**config.mk**
```make
export PLATFORM = sky130hd
export DESIGN_NAME = cpu4_core
export DESIGN_NICKNAME = d
export VERILOG_FILES = /design/src/rtl/cpu4_core.sv
export SDC_FILE = /design/constraint.sdc
export NUM_CORES = 1
export LEC_CHECK = 0
export BUFFER_PORTS_ARGS = -buffer_cell sky130_fd_sc_hd__buf_2
export CORE_AREA = 2 2 49 51
export DETAILED_ROUTE_END_ITERATION = 16
export DIE_AREA = 0 0 51 53
export PLACE_DENSITY = 0.71
export SYNTH_ARGS = -nofsm -noshare
export SYNTH_HDL_FRONTEND = slang
export SYNTH_SLANG_ARGS = --single-unit
```
**constraint.sdc**
```tcl
create_clock -name clk -period 1.8 [get_ports clk]
set_input_delay 0.18 -clock clk [delete_from_list [all_inputs] [get_ports clk]]
set_output_delay 0.18 -clock clk [all_outputs]
set_load 0.05 [all_outputs]
```
**src/rtl/cpu4_core.sv**
```systemverilog
// ---------------------------------------------------------------------------
// cpu4_core
//
// Single-cycle 4-bit accumulator processor core. The program counter
// addresses an external combinational program ROM. The returned instruction
// is decoded, executed and retired in the same clock cycle.
//
// Instruction word: [7:4] opcode, [3:0] immediate.
//   0x0 NOP   no state change except pc
//   0x1 LDI   acc <= immediate
//   0x2 ADD   reg <= acc + reg
//   0x3 SUB   reg <= acc - reg
//   0x4 AND   reg <= acc & reg
//   0x5 XOR   reg <= acc ^ reg
//   0x6-0xE   treated as NOP
//   0xF RST   pc <= 0, no other state change
//
// Ports:
//   clk      system clock, all state updates on the rising edge
//   rst      asynchronous active-high reset, clears pc/acc/reg
//   instr    instruction word fetched from ROM[pc]
//   pc       program counter, used as the ROM address
//   acc_out  accumulator contents
//   reg_out  working register contents
//   alu_out  combinational ALU result (acc op reg)
//   decoded  control word {mux_sel, reg_ce, acc_ce, alu_op[1:0]}
//   restart  high only while the current opcode is RST
// ---------------------------------------------------------------------------
module cpu4_core #(
    parameter int DATA_W = 4,
    parameter int ADDR_W = 4
) (
    input  logic              clk,
    input  logic              rst,
    input  logic [7:0]        instr,
    output logic [ADDR_W-1:0] pc,
    output logic [DATA_W-1:0] acc_out,
    output logic [DATA_W-1:0] reg_out,
    output logic [DATA_W-1:0] alu_out,
    output logic [4:0]        decoded,
    output logic              restart
);

    // Opcode encodings
    localparam logic [3:0] OP_NOP = 4'h0;
    localparam logic [3:0] OP_LDI = 4'h1;
    localparam logic [3:0] OP_ADD = 4'h2;
    localparam logic [3:0] OP_SUB = 4'h3;
    localparam logic [3:0] OP_AND = 4'h4;
    localparam logic [3:0] OP_XOR = 4'h5;
    localparam logic [3:0] OP_RST = 4'hF;

    // ALU operation encodings
    localparam logic [1:0] ALU_ADD = 2'b00;
    localparam logic [1:0] ALU_SUB = 2'b01;
    localparam logic [1:0] ALU_AND = 2'b10;
    localparam logic [1:0] ALU_XOR = 2'b11;

    // Decoder control word, bit order matches the decoded output port
    typedef struct packed {
        logic       mux_sel;
        logic       reg_ce;
        logic       acc_ce;
        logic [1:0] alu_op;
    } ctrl_t;

    localparam ctrl_t CTRL_IDLE = '{mux_sel: 1'b0, reg_ce: 1'b0, acc_ce: 1'b0, alu_op: 2'b00};

    // Opcode to control word. Anything unrecognised (including RST) maps to
    // the idle word so that it can never enable a state write.
    function automatic ctrl_t decode_op(input logic [3:0] op);
        ctrl_t c;
        c = CTRL_IDLE;
        case (op)
            OP_NOP: c = CTRL_IDLE;
            OP_LDI: c = '{mux_sel: 1'b1, reg_ce: 1'b0, acc_ce: 1'b1, alu_op: ALU_ADD};
            OP_ADD: c = '{mux_sel: 1'b0, reg_ce: 1'b1, acc_ce: 1'b0, alu_op: ALU_ADD};
            OP_SUB: c = '{mux_sel: 1'b0, reg_ce: 1'b1, acc_ce: 1'b0, alu_op: ALU_SUB};
            OP_AND: c = '{mux_sel: 1'b0, reg_ce: 1'b1, acc_ce: 1'b0, alu_op: ALU_AND};
            OP_XOR: c = '{mux_sel: 1'b0, reg_ce: 1'b1, acc_ce: 1'b0, alu_op: ALU_XOR};
            OP_RST: c = CTRL_IDLE;
            default: c = CTRL_IDLE;
        endcase
        return c;
    endfunction

    // ALU datapath. Results wrap modulo 2^DATA_W and carry/borrow are dropped.
    function automatic logic [DATA_W-1:0] alu_calc(
        input logic [1:0]        op,
        input logic [DATA_W-1:0] in1,
        input logic [DATA_W-1:0] in2
    );
        logic [DATA_W-1:0] r;
        r = '0;
        case (op)
            ALU_ADD: r = in1 + in2;
            ALU_SUB: r = in1 - in2;
            ALU_AND: r = in1 & in2;
            ALU_XOR: r = in1 ^ in2;
            default: r = '0;
        endcase
        return r;
    endfunction

    // Internal signals and state
    logic [3:0]        opcode_s;
    logic [3:0]        imm_raw_s;
    logic [DATA_W-1:0] imm_s;
    ctrl_t             ctrl_s;
    logic              restart_s;
    logic [DATA_W-1:0] alu_s;
    logic [DATA_W-1:0] acc_d_s;
    logic [ADDR_W-1:0] pc_next_s;

    logic [ADDR_W-1:0] pc_r;
    logic [DATA_W-1:0] acc_r;
    logic [DATA_W-1:0] reg_r;

    assign opcode_s  = instr[7:4];
    assign imm_raw_s = instr[3:0];
    assign imm_s     = DATA_W'(imm_raw_s);

    // Instruction decode: control word and restart request
    always_comb begin
        ctrl_s    = CTRL_IDLE;
        restart_s = 1'b0;
        ctrl_s    = decode_op(opcode_s);
        if (opcode_s == OP_RST) begin
            restart_s = 1'b1;
        end else begin
            restart_s = 1'b0;
        end
    end

    // ALU and accumulator input mux
    always_comb begin
        alu_s   = '0;
        acc_d_s = acc_r;
        alu_s   = alu_calc(ctrl_s.alu_op, acc_r, reg_r);
        if (ctrl_s.mux_sel) begin
            acc_d_s = imm_s;
        end else begin
            acc_d_s = acc_r;
        end
    end

    // Next program counter: restart to 0, otherwise increment with natural wrap
    always_comb begin
        pc_next_s = '0;
        if (restart_s) begin
            pc_next_s = '0;
        end else begin
            pc_next_s = pc_r + ADDR_W'(1);
        end
    end

    // Program counter register
    always_ff @(posedge clk or posedge rst) begin
        if (rst) begin
            pc_r <= '0;
        end else begin
            pc_r <= pc_next_s;
        end
    end

    // Accumulator register, written only by LDI
    always_ff @(posedge clk or posedge rst) begin
        if (rst) begin
            acc_r <= '0;
        end else if (ctrl_s.acc_ce) begin
            acc_r <= acc_d_s;
        end else begin
            acc_r <= acc_r;
        end
    end

    // Working register, written with the ALU result by ADD/SUB/AND/XOR
    always_ff @(posedge clk or posedge rst) begin
        if (rst) begin
            reg_r <= '0;
        end else if (ctrl_s.reg_ce) begin
            reg_r <= alu_s;
        end else begin
            reg_r <= reg_r;
        end
    end

    assign pc      = pc_r;
    assign acc_out = acc_r;
    assign reg_out = reg_r;
    assign alu_out = alu_s;
    assign decoded = ctrl_s;
    assign restart = restart_s;

endmodule

```
==> results.json, run 1 <==
{
  "status": "finished with violations",
  "violations": "setup timing",
  "cts_tree": "done",
  "track_usage": 0.219,
  "drive_gt1_frac": 0.606,
  "period_minus_slack_ps": 2490,
  "syn_to_final_growth_pct": 69.8,
  "seqCellArea_sq_um": 303,
  "clock_sinks": 12,
  "synth_top_area_frac": 0.335,
  "max_freq_mhz": 402,
  "critPathCaptureType": "primary output",
  "grt_antenna_before_repair": 0,
  "vias_per_cell": 4.89,
  "clockBufferDepth": 2,
  "synth.largest_area_cell": "dfrtp_1",
  "multi_input_area_sq_um": 683,
  "fillers": 168,
  "synth_cells": 93,
  "synth_fa_ha_area_frac": 0.148,
  "hold_violations": 0,
  "die_w_um": 51,
  "tightest_slew_ps": 463,
  "arrival_ps": 2310,
  "startpoint_type": "register",
  "rrSetupSlack_ps": -580,
  "fin_ws_ps": -690,
  "wl_per_cell_um": 14.3,
  "place_area_sq_um": 1310,
  "dp_hpwl_um": 1940,
  "hold_depth": 3,
  "clkTransAtPathRegs_ps": 80,
  "clk_latency_ps": 280,
  "diodes": 0,
  "critical_path.top_delay_family": "simple AND/OR/NAND/NOR gates",
  "first_pass_iters": 4,
  "timing.final.crit_share": 1.38,
  "syn_area_per_cell_sq_um": 9.63,
  "place_congestion": 0.843,
  "hold_class": "input pin to register",
  "slew_headroom": 0.691,
  "critical_path.max_fanout": 3,
  "setup_violations": 6,
  "final_nets": 176,
  "hold-path-endpoint": "acc_out[1]$_DFFE_PP0P_",
  "timing_worst_setup_path_type": "register to primary output",
  "required_ps": 1620,
  "finalSetupTns_ps": -3400,
  "cts_made_buffers": 3,
  "ys_ff_latch": 12,
  "synth_top_family_by_area": "simple AND/OR/NAND/NOR gates",
  "synth_area_leaders": "dfrtp_1 34%, ha_1 13%, mux2_2 5.0%, mux2i_1 4.5%, xnor2_1 3.9%",
  "syn_area_sq_um": 896,
  "ys_seq_area_frac": 0.335,
  "synth_compound_gate_area_share": 0.0978,
  "grt_start_max_net_pins": 13,
  "slowest_delay_ps": 370,
  "rr_worst_depth": 12,
  "r2r-end": "reg_out[3]$_DFFE_PP0P_",
  "r2r-start": "reg_out[1]$_DFFE_PP0P_",
  "synth-simple-area-share": 0.211,
  "postLayoutCellArea_sq_um": 1520,
  "post-route-util": 0.708,
  "yosysUniqueCellTypes": 31,
  "clock_skew_ps": 1.96,
  "grt_first_pass_wirelength_um": 4270,
  "vias": 894,
  "drc_errors": 0,
  "critical_path_buf_inv_count": 3,
  "whs_ps": 107,
  "rows": 17,
  "root_buffer": "clkbuf_4",
  "overflow": 0,
  "finalMaxSlewViolations": 0,
  "ios": 32,
  "syn_nets": 113,
  "layout_common_cells": "27 x buf_2, 23 x buf_4, 10 x dfrtp_1, 10 x buf_6, 8 x nand2_1",
  "design.core.area_sq_um": 2150,
  "cp_slowest_cell": "dfrtp_2",
  "drt-total-wl_um": 2610,
  "htree_levels": 1,
  "detail-route-antenna-nets": 0,
  "rsz0062_at_grt": "yes",
  "first_iter_violations": 7,
  "min-delay-start": "instr[1]",
  "start_util": 0.417,
  "io_buffer_count": 31,
  "yosys.area_share.xor_xnor": 0.0587,
  "die_h_um": 53,
  "cp_cell_sequence": "inv_2, ha_4, a21o_1, inv_1, ha_1, nand3b_1, and2_4, or3_4, a31oi_4, buf_6",
  "yosysWarningCount": 0,
  "crit_start": "reg_out[1]$_DFFE_PP0P_",
  "muxShareOfSynthArea": 0.0950,
  "final_common_cell": "buf_2",
  "drv_cap": 0,
  "die_area_sq_um": 2700,
  "grt_pass1_vias": 976
}
## final cells by class
type / instances / share of cell area
well taps: 28 / 0.0230
flip-flops and latches: 12 / 0.199
repair buffers: 62 / 0.288
inverters: 7 / 0.0173
multi-input cells: 70 / 0.449
clock buffers: 4 / 0.0238
## per-stage QoR
step,cells,setup WS [ps]
after floorplan,93,-603
after global placement,171,-410
after detailed placement,171,-469
after CTS,180,-680
after global routing,183,-798
final,183,-690
## per-layer routing
metal	part of all wire	GRT usage
met3	0.025	0.0169
met1	0.43	0.255
met5	0	0
met2	0.52	0.400
met4	0.024	0.113
## tightest hold or removal path: stages
cell,delay [ps]
buf_2,80
nand2_1,40
o21ai_0,60
## worst max path at each step
stage | to | slack, ps | cells past startpoint
4_1_cts | alu_out[3] | -680 | 10
3_3_place_gp | alu_out[3] | -410 | 10
6_report | alu_out[3] | -690 | 10
2_1_floorplan | alu_out[3] | -600 | 9
3_5_place_dp | alu_out[3] | -470 | 10
5_1_grt | alu_out[3] | -800 | 10
## cells in the mapped netlist, drive strengths merged
| cell type | number |
|---|---|
| a211oi | 1 |
| nor2b | 1 |
| nor4b | 2 |
| o2111ai | 1 |
| o21ai | 6 |
| or3 | 2 |
| xnor2 | 4 |
| and2 | 2 |
| xor2 | 2 |
| o21a | 1 |
| a21oi | 3 |
| or4b | 1 |
| a21o | 1 |
| ha | 9 |
| dfrtp | 12 |
| mux2 | 4 |
| nand3 | 2 |
| nand2 | 9 |
| a31oi | 1 |
| buf | 4 |
| nand3b | 1 |
| fa | 1 |
| nor3 | 1 |
| inv | 7 |
| nand4bb | 1 |
| and3 | 1 |
| mux2i | 4 |
| nor2 | 9 |
## registers in the layout (all words and copies together) (netlist names)
signal and flops:
acc_out 4, pc 4, reg_out 4
## cells by family after synthesis
logic type | after synthesis
simple gates | 32
mux | 8
flops | 12
xor+xnor | 6
buf+inv | 11
fa+ha+maj | 10
compound gates | 14
## repair_timing
action,in CTS,in global routing
setup endpoints to repair,6,7
setup buffers,4,3
resized for setup,19,6
hold endpoints to repair,12,0
hold buffers,1,0
pin swaps,7,5
Power of run 1 is left out: the tool's default activity adds up to more than one toggle a clock period on the data nets, which glitch-free logic cannot reach.
==> run 2: changes to the inputs <==
- PLACE_DENSITY: 0.71 -> 0.76
==> run 2 against run 1 <==
Compared with the run above: the flow still finishes with violations (setup timing); flip-flop and latch count unchanged; clock-buffer cell count unchanged; setup slack better by 43 ps.
==> results.json, run 2 (synthesized netlist as in run 1, its figures left out) <==
{
  "finalMaxSlewViolations": 0,
  "clockBufferDepth": 2,
  "first_pass_iters": 4,
  "design.core.area_sq_um": 2150,
  "critPathCaptureType": "primary output",
  "grt_first_pass_wirelength_um": 3890,
  "status": "finished with violations",
  "tightest_slew_ps": 461,
  "drc_errors": 0,
  "ios": 32,
  "layout.cells.non_filler": 180,
  "die_h_um": 53,
  "track_usage": 0.192,
  "grt_pass1_vias": 883,
  "drt-total-wl_um": 2330,
  "post-place-ws_ps": -477,
  "cp_cell_sequence": "inv_2, ha_4, nor2_2, xnor2_1, ha_1, nand3b_1, and2_4, or3_4, a31oi_4, buf_6",
  "vias_per_cell": 4.97,
  "clock_sinks": 12,
  "post-route-util": 0.668,
  "arrival_ps": 2270,
  "setup_violations": 6,
  "critical_path_buf_inv_count": 2,
  "grt_antenna_before_repair": 0,
  "cp_slowest_cell": "dfrtp_2",
  "slowest_delay_ps": 420,
  "final_common_cell": "buf_2",
  "place_congestion": 0.854,
  "layout_common_cells": "27 x buf_2, 25 x buf_4, 10 x dfrtp_1, 8 x nand2_1, 8 x ha_1",
  "clock_skew_ps": 6.74,
  "rows": 17,
  "hold_violations": 0,
  "first_iter_violations": 12,
  "cts_made_buffers": 3,
  "vias": 894,
  "overflow": 0,
  "diodes": 0,
  "startpoint_type": "register",
  "finalSetupTns_ps": -2570,
  "root_buffer": "clkbuf_4",
  "rsz0062_at_grt": "yes",
  "fin_ws_ps": -647,
  "critical_path.top_delay_family": "simple AND/OR/NAND/NOR gates",
  "htree_levels": 1,
  "timing_worst_setup_path_type": "register to primary output",
  "detail-route-antenna-nets": 0,
  "max_freq_mhz": 409,
  "io_buffer_count": 31,
  "drive_gt1_frac": 0.559,
  "timing.final.crit_share": 1.36,
  "slew_headroom": 0.692,
  "drv_cap": 0,
  "clk_latency_ps": 270,
  "clkTransAtPathRegs_ps": 80,
  "hold_class": "input pin to register",
  "dp.cells": 172,
  "syn_to_final_growth_pct": 60.2,
  "wl_per_cell_um": 13.0,
  "fillers": 164,
  "die_area_sq_um": 2700,
  "required_ps": 1620,
  "start_util": 0.417,
  "dp_hpwl_um": 1940,
  "cts_tree": "done",
  "final_nets": 173,
  "grt_start_max_net_pins": 13,
  "violations": "setup timing",
  "die_w_um": 51,
  "period_minus_slack_ps": 2450,
  "critical_path.max_fanout": 3
}
run 2: final timing paths:
path / start / endpoint / slack (ps) / cells past startpoint
hold / removal: instr[1] / acc_out[1]$_DFFE_PP0P_ / 120 / 3
setup / recovery: reg_out[0]$_DFFE_PP0P_ / alu_out[3] / -650 / 10
setup reg to reg: reg_out[0]$_DFFE_PP0P_ / reg_out[3]$_DFFE_PP0P_ / -380 / 10
max in group asynchronous: rst / reg_out[1]$_DFFE_PP0P_ / 1010 / 3
min in group asynchronous: rst / acc_out[2]$_DFFE_PP0P_ / 460 / 3
hold reg to reg: pc[0]$_DFF_PP0_ / pc[0]$_DFF_PP0_ / 500 / 1
run 2: repair_timing:
action | 4_1_cts | 5_1_grt
gates resized for setup | 13 | 2
setup endpoints to repair | 6 | 7
hold buffers | 1 | 0
setup buffers | 2 | 2
hold endpoints to repair | 12 | 0
pin swaps | 7 | 1
run 2: per-layer routing:
metal	GRT usage	wire length, um
met1	0.218	974
met2	0.372	1270
met3	0.0198	68
met4	0.0631	23
met5	0	0
run 2: layout make-up:
| class | count | area [sq um] | area share |
|---|---|---|---|
| Multi-Input combinational cell | 70 | 648 | 0.452 |
| Timing Repair Buffer | 59 | 397 | 0.276 |
| Sequential cell | 12 | 303 | 0.211 |
| Tap cell | 28 | 35.0 | 0.0244 |
| Clock buffer | 4 | 26.3 | 0.0183 |
| Inverter | 7 | 26.3 | 0.0183 |
run 2: per-stage QoR:
step,hold slack [ps],instance area [sq um]
after floorplan,44.6,973
after global placement,203,1320
after detailed placement,219,1320
after CTS,118,1410
after global routing,122,1440
final,124,1440
run 2: worst reg2reg max path, delay by kind of cell (launching register included):
| family | cells | cell delay [ps] |
|---|---|---|
| flip-flops | 1 | 420 |
| AND/OR/NAND/NOR | 4 | 700 |
| buffers and inverters | 2 | 220 |
| XOR/XNOR | 1 | 130 |
| AO/OA/AOI/OAI | 1 | 200 |
| adder cells (fa/ha/maj) | 2 | 440 |
Power of run 2 is left out for the same reason.
==> run 3: changes to the inputs <==
--- a/constraint.sdc
+++ b/constraint.sdc
@@ -3,2 +3,2 @@
 set_output_delay 0.18 -clock clk [all_outputs]
-set_load 0.05 [all_outputs]
+set_load 0.1 [all_outputs]
==> run 3 against run 2 <==
Compared with the run above: the flow still finishes with violations (setup timing); first-iteration DRC count rose by 8.3%; core utilization rose by 10 points; non-clock buffer count rose by 3; critical path depth did not move.
==> results.json, run 3 (synthesized netlist as in run 1, its figures left out) <==
{
  "status": "finished with violations",
  "violations": "setup timing",
  "clock_sinks": 12,
  "dp_hpwl_um": 2070,
  "hold_violations": 0,
  "drive_gt1_frac": 0.639,
  "detail-route-antenna-nets": 0,
  "root_buffer": "clkbuf_4",
  "die_area_sq_um": 2700,
  "tightest_slew_ps": 495,
  "wl_per_cell_um": 15.9,
  "min-delay-start": "instr[0]",
  "timing.final.crit_share": 1.47,
  "cp-endpoint": "alu_out[3]",
  "drc_errors": 0,
  "grt_first_pass_wirelength_um": 4200,
  "max_freq_mhz": 377,
  "place_congestion": 0.816,
  "vias": 933,
  "die_w_um": 51,
  "htree_levels": 1,
  "track_usage": 0.218,
  "die_h_um": 53,
  "clkTransAtPathRegs_ps": 70,
  "final_nets": 176,
  "grt_start_max_net_pins": 13,
  "first_iter_violations": 13,
  "clockBufferDepth": 2,
  "r2r-start": "reg_out[0]$_DFFE_PP0P_",
  "rr_worst_depth": 11,
  "rsz0062_at_grt": "yes",
  "hold_class": "input pin to register",
  "design.core.area_sq_um": 2150,
  "critical_path.max_fanout": 3,
  "r2r-end": "reg_out[2]$_DFFE_PP0P_",
  "grt_antenna_before_repair": 0,
  "required_ps": 1620,
  "crit_start": "reg_out[0]$_DFFE_PP0P_",
  "first_pass_iters": 4,
  "grt_pass1_vias": 938,
  "post-place-ws_ps": -510,
  "io_buffer_count": 31,
  "final_common_cell": "buf_4",
  "layout_common_cells": "25 x buf_4, 22 x buf_2, 9 x buf_12, 8 x nand2_1, 7 x dfrtp_1",
  "period_minus_slack_ps": 2650,
  "setup_violations": 6,
  "cts_tree": "done",
  "critPathCaptureType": "primary output",
  "arrival_ps": 2470,
  "clock_skew_ps": 0.307,
  "clk_latency_ps": 280,
  "rrSetupSlack_ps": -570,
  "fillers": 144,
  "finalMaxSlewViolations": 0,
  "cts_made_buffers": 3,
  "ios": 32,
  "rows": 17,
  "startpoint_type": "register",
  "timing_worst_setup_path_type": "register to primary output",
  "start_util": 0.417,
  "drt-total-wl_um": 2900,
  "drv_cap": 0,
  "fin_ws_ps": -852,
  "vias_per_cell": 5.10,
  "syn_to_final_growth_pct": 84.8,
  "diodes": 0,
  "overflow": 0,
  "slew_headroom": 0.672
}
==> run 3: cell types whose count changed in the layout (fill, tap and decap cells not counted), moves of 3 or more <==
cell	change
buf_2	-5
dfrtp_1	-3
dfrtp_4	+3
buf_12	+9
==> run 3: how the worst min path moves through the flow <==
stage / to / slack (ps) / cells after the start
floorplan: acc_out[2]$_DFFE_PP0P_ / 40 / 1
global placement: acc_out[2]$_DFFE_PP0P_ / 200 / 2
detailed placement: pc[3]$_DFF_PP0_ / 210 / 2
CTS: acc_out[0]$_DFFE_PP0P_ / 110 / 3
global route: acc_out[0]$_DFFE_PP0P_ / 110 / 3
finish: acc_out[0]$_DFFE_PP0P_ / 100 / 3
==> run 3: area by class of cell <==
| type | count | area (sq um) | area share |
|---|---|---|---|
| well taps | 28 | 35.0 | 0.0212 |
| inverters | 7 | 28.8 | 0.0174 |
| multi-input cells | 70 | 707 | 0.427 |
| repair buffers | 62 | 544 | 0.329 |
| clock buffers | 4 | 26.3 | 0.0159 |
| flip-flops and latches | 12 | 314 | 0.190 |
==> run 3: metrics by stage <==
stage,cells,hold WS [ps],TNS [ps],utilization,instance area (sq um)
finish,183,99.2,-3690,0.771,1660
global route,183,106,-4100,0.771,1660
CTS,180,110,-3140,0.729,1570
detailed placement,173,212,-2110,0.691,1490
global placement,173,202,-1710,0.691,1490
floorplan,93,44.6,-5340,-,1000
==> run 3: layer usage <==
metal,vias up,GRT usage,share of wire,wire [um]
met5,-,0,0,0
met1,448,0.244,0.40,1160
li1,445,-,-,-
met4,0,0.0991,0.031,89
met3,9,0.0339,0.047,135
met2,31,0.405,0.52,1510
==> run 3: what timing repair did <==
item,in CTS,in global routing
hold buffers,1,0
hold endpoints to repair,12,0
pin swaps,5,6
resized for setup,6,12
setup endpoints to repair,6,7
setup buffers,2,4
==> run 3: worst max-delay path, stage by stage (launching register included) <==
cell,delay (ps)
dfrtp_4,490
inv_2,90
ha_4,150
nor2_4,40
xnor2_2,150
ha_4,300
a21oi_1,100
and2_4,180
or3_4,330
a31oi_4,160
buf_12,190
Power of run 3 is left out for the same reason.
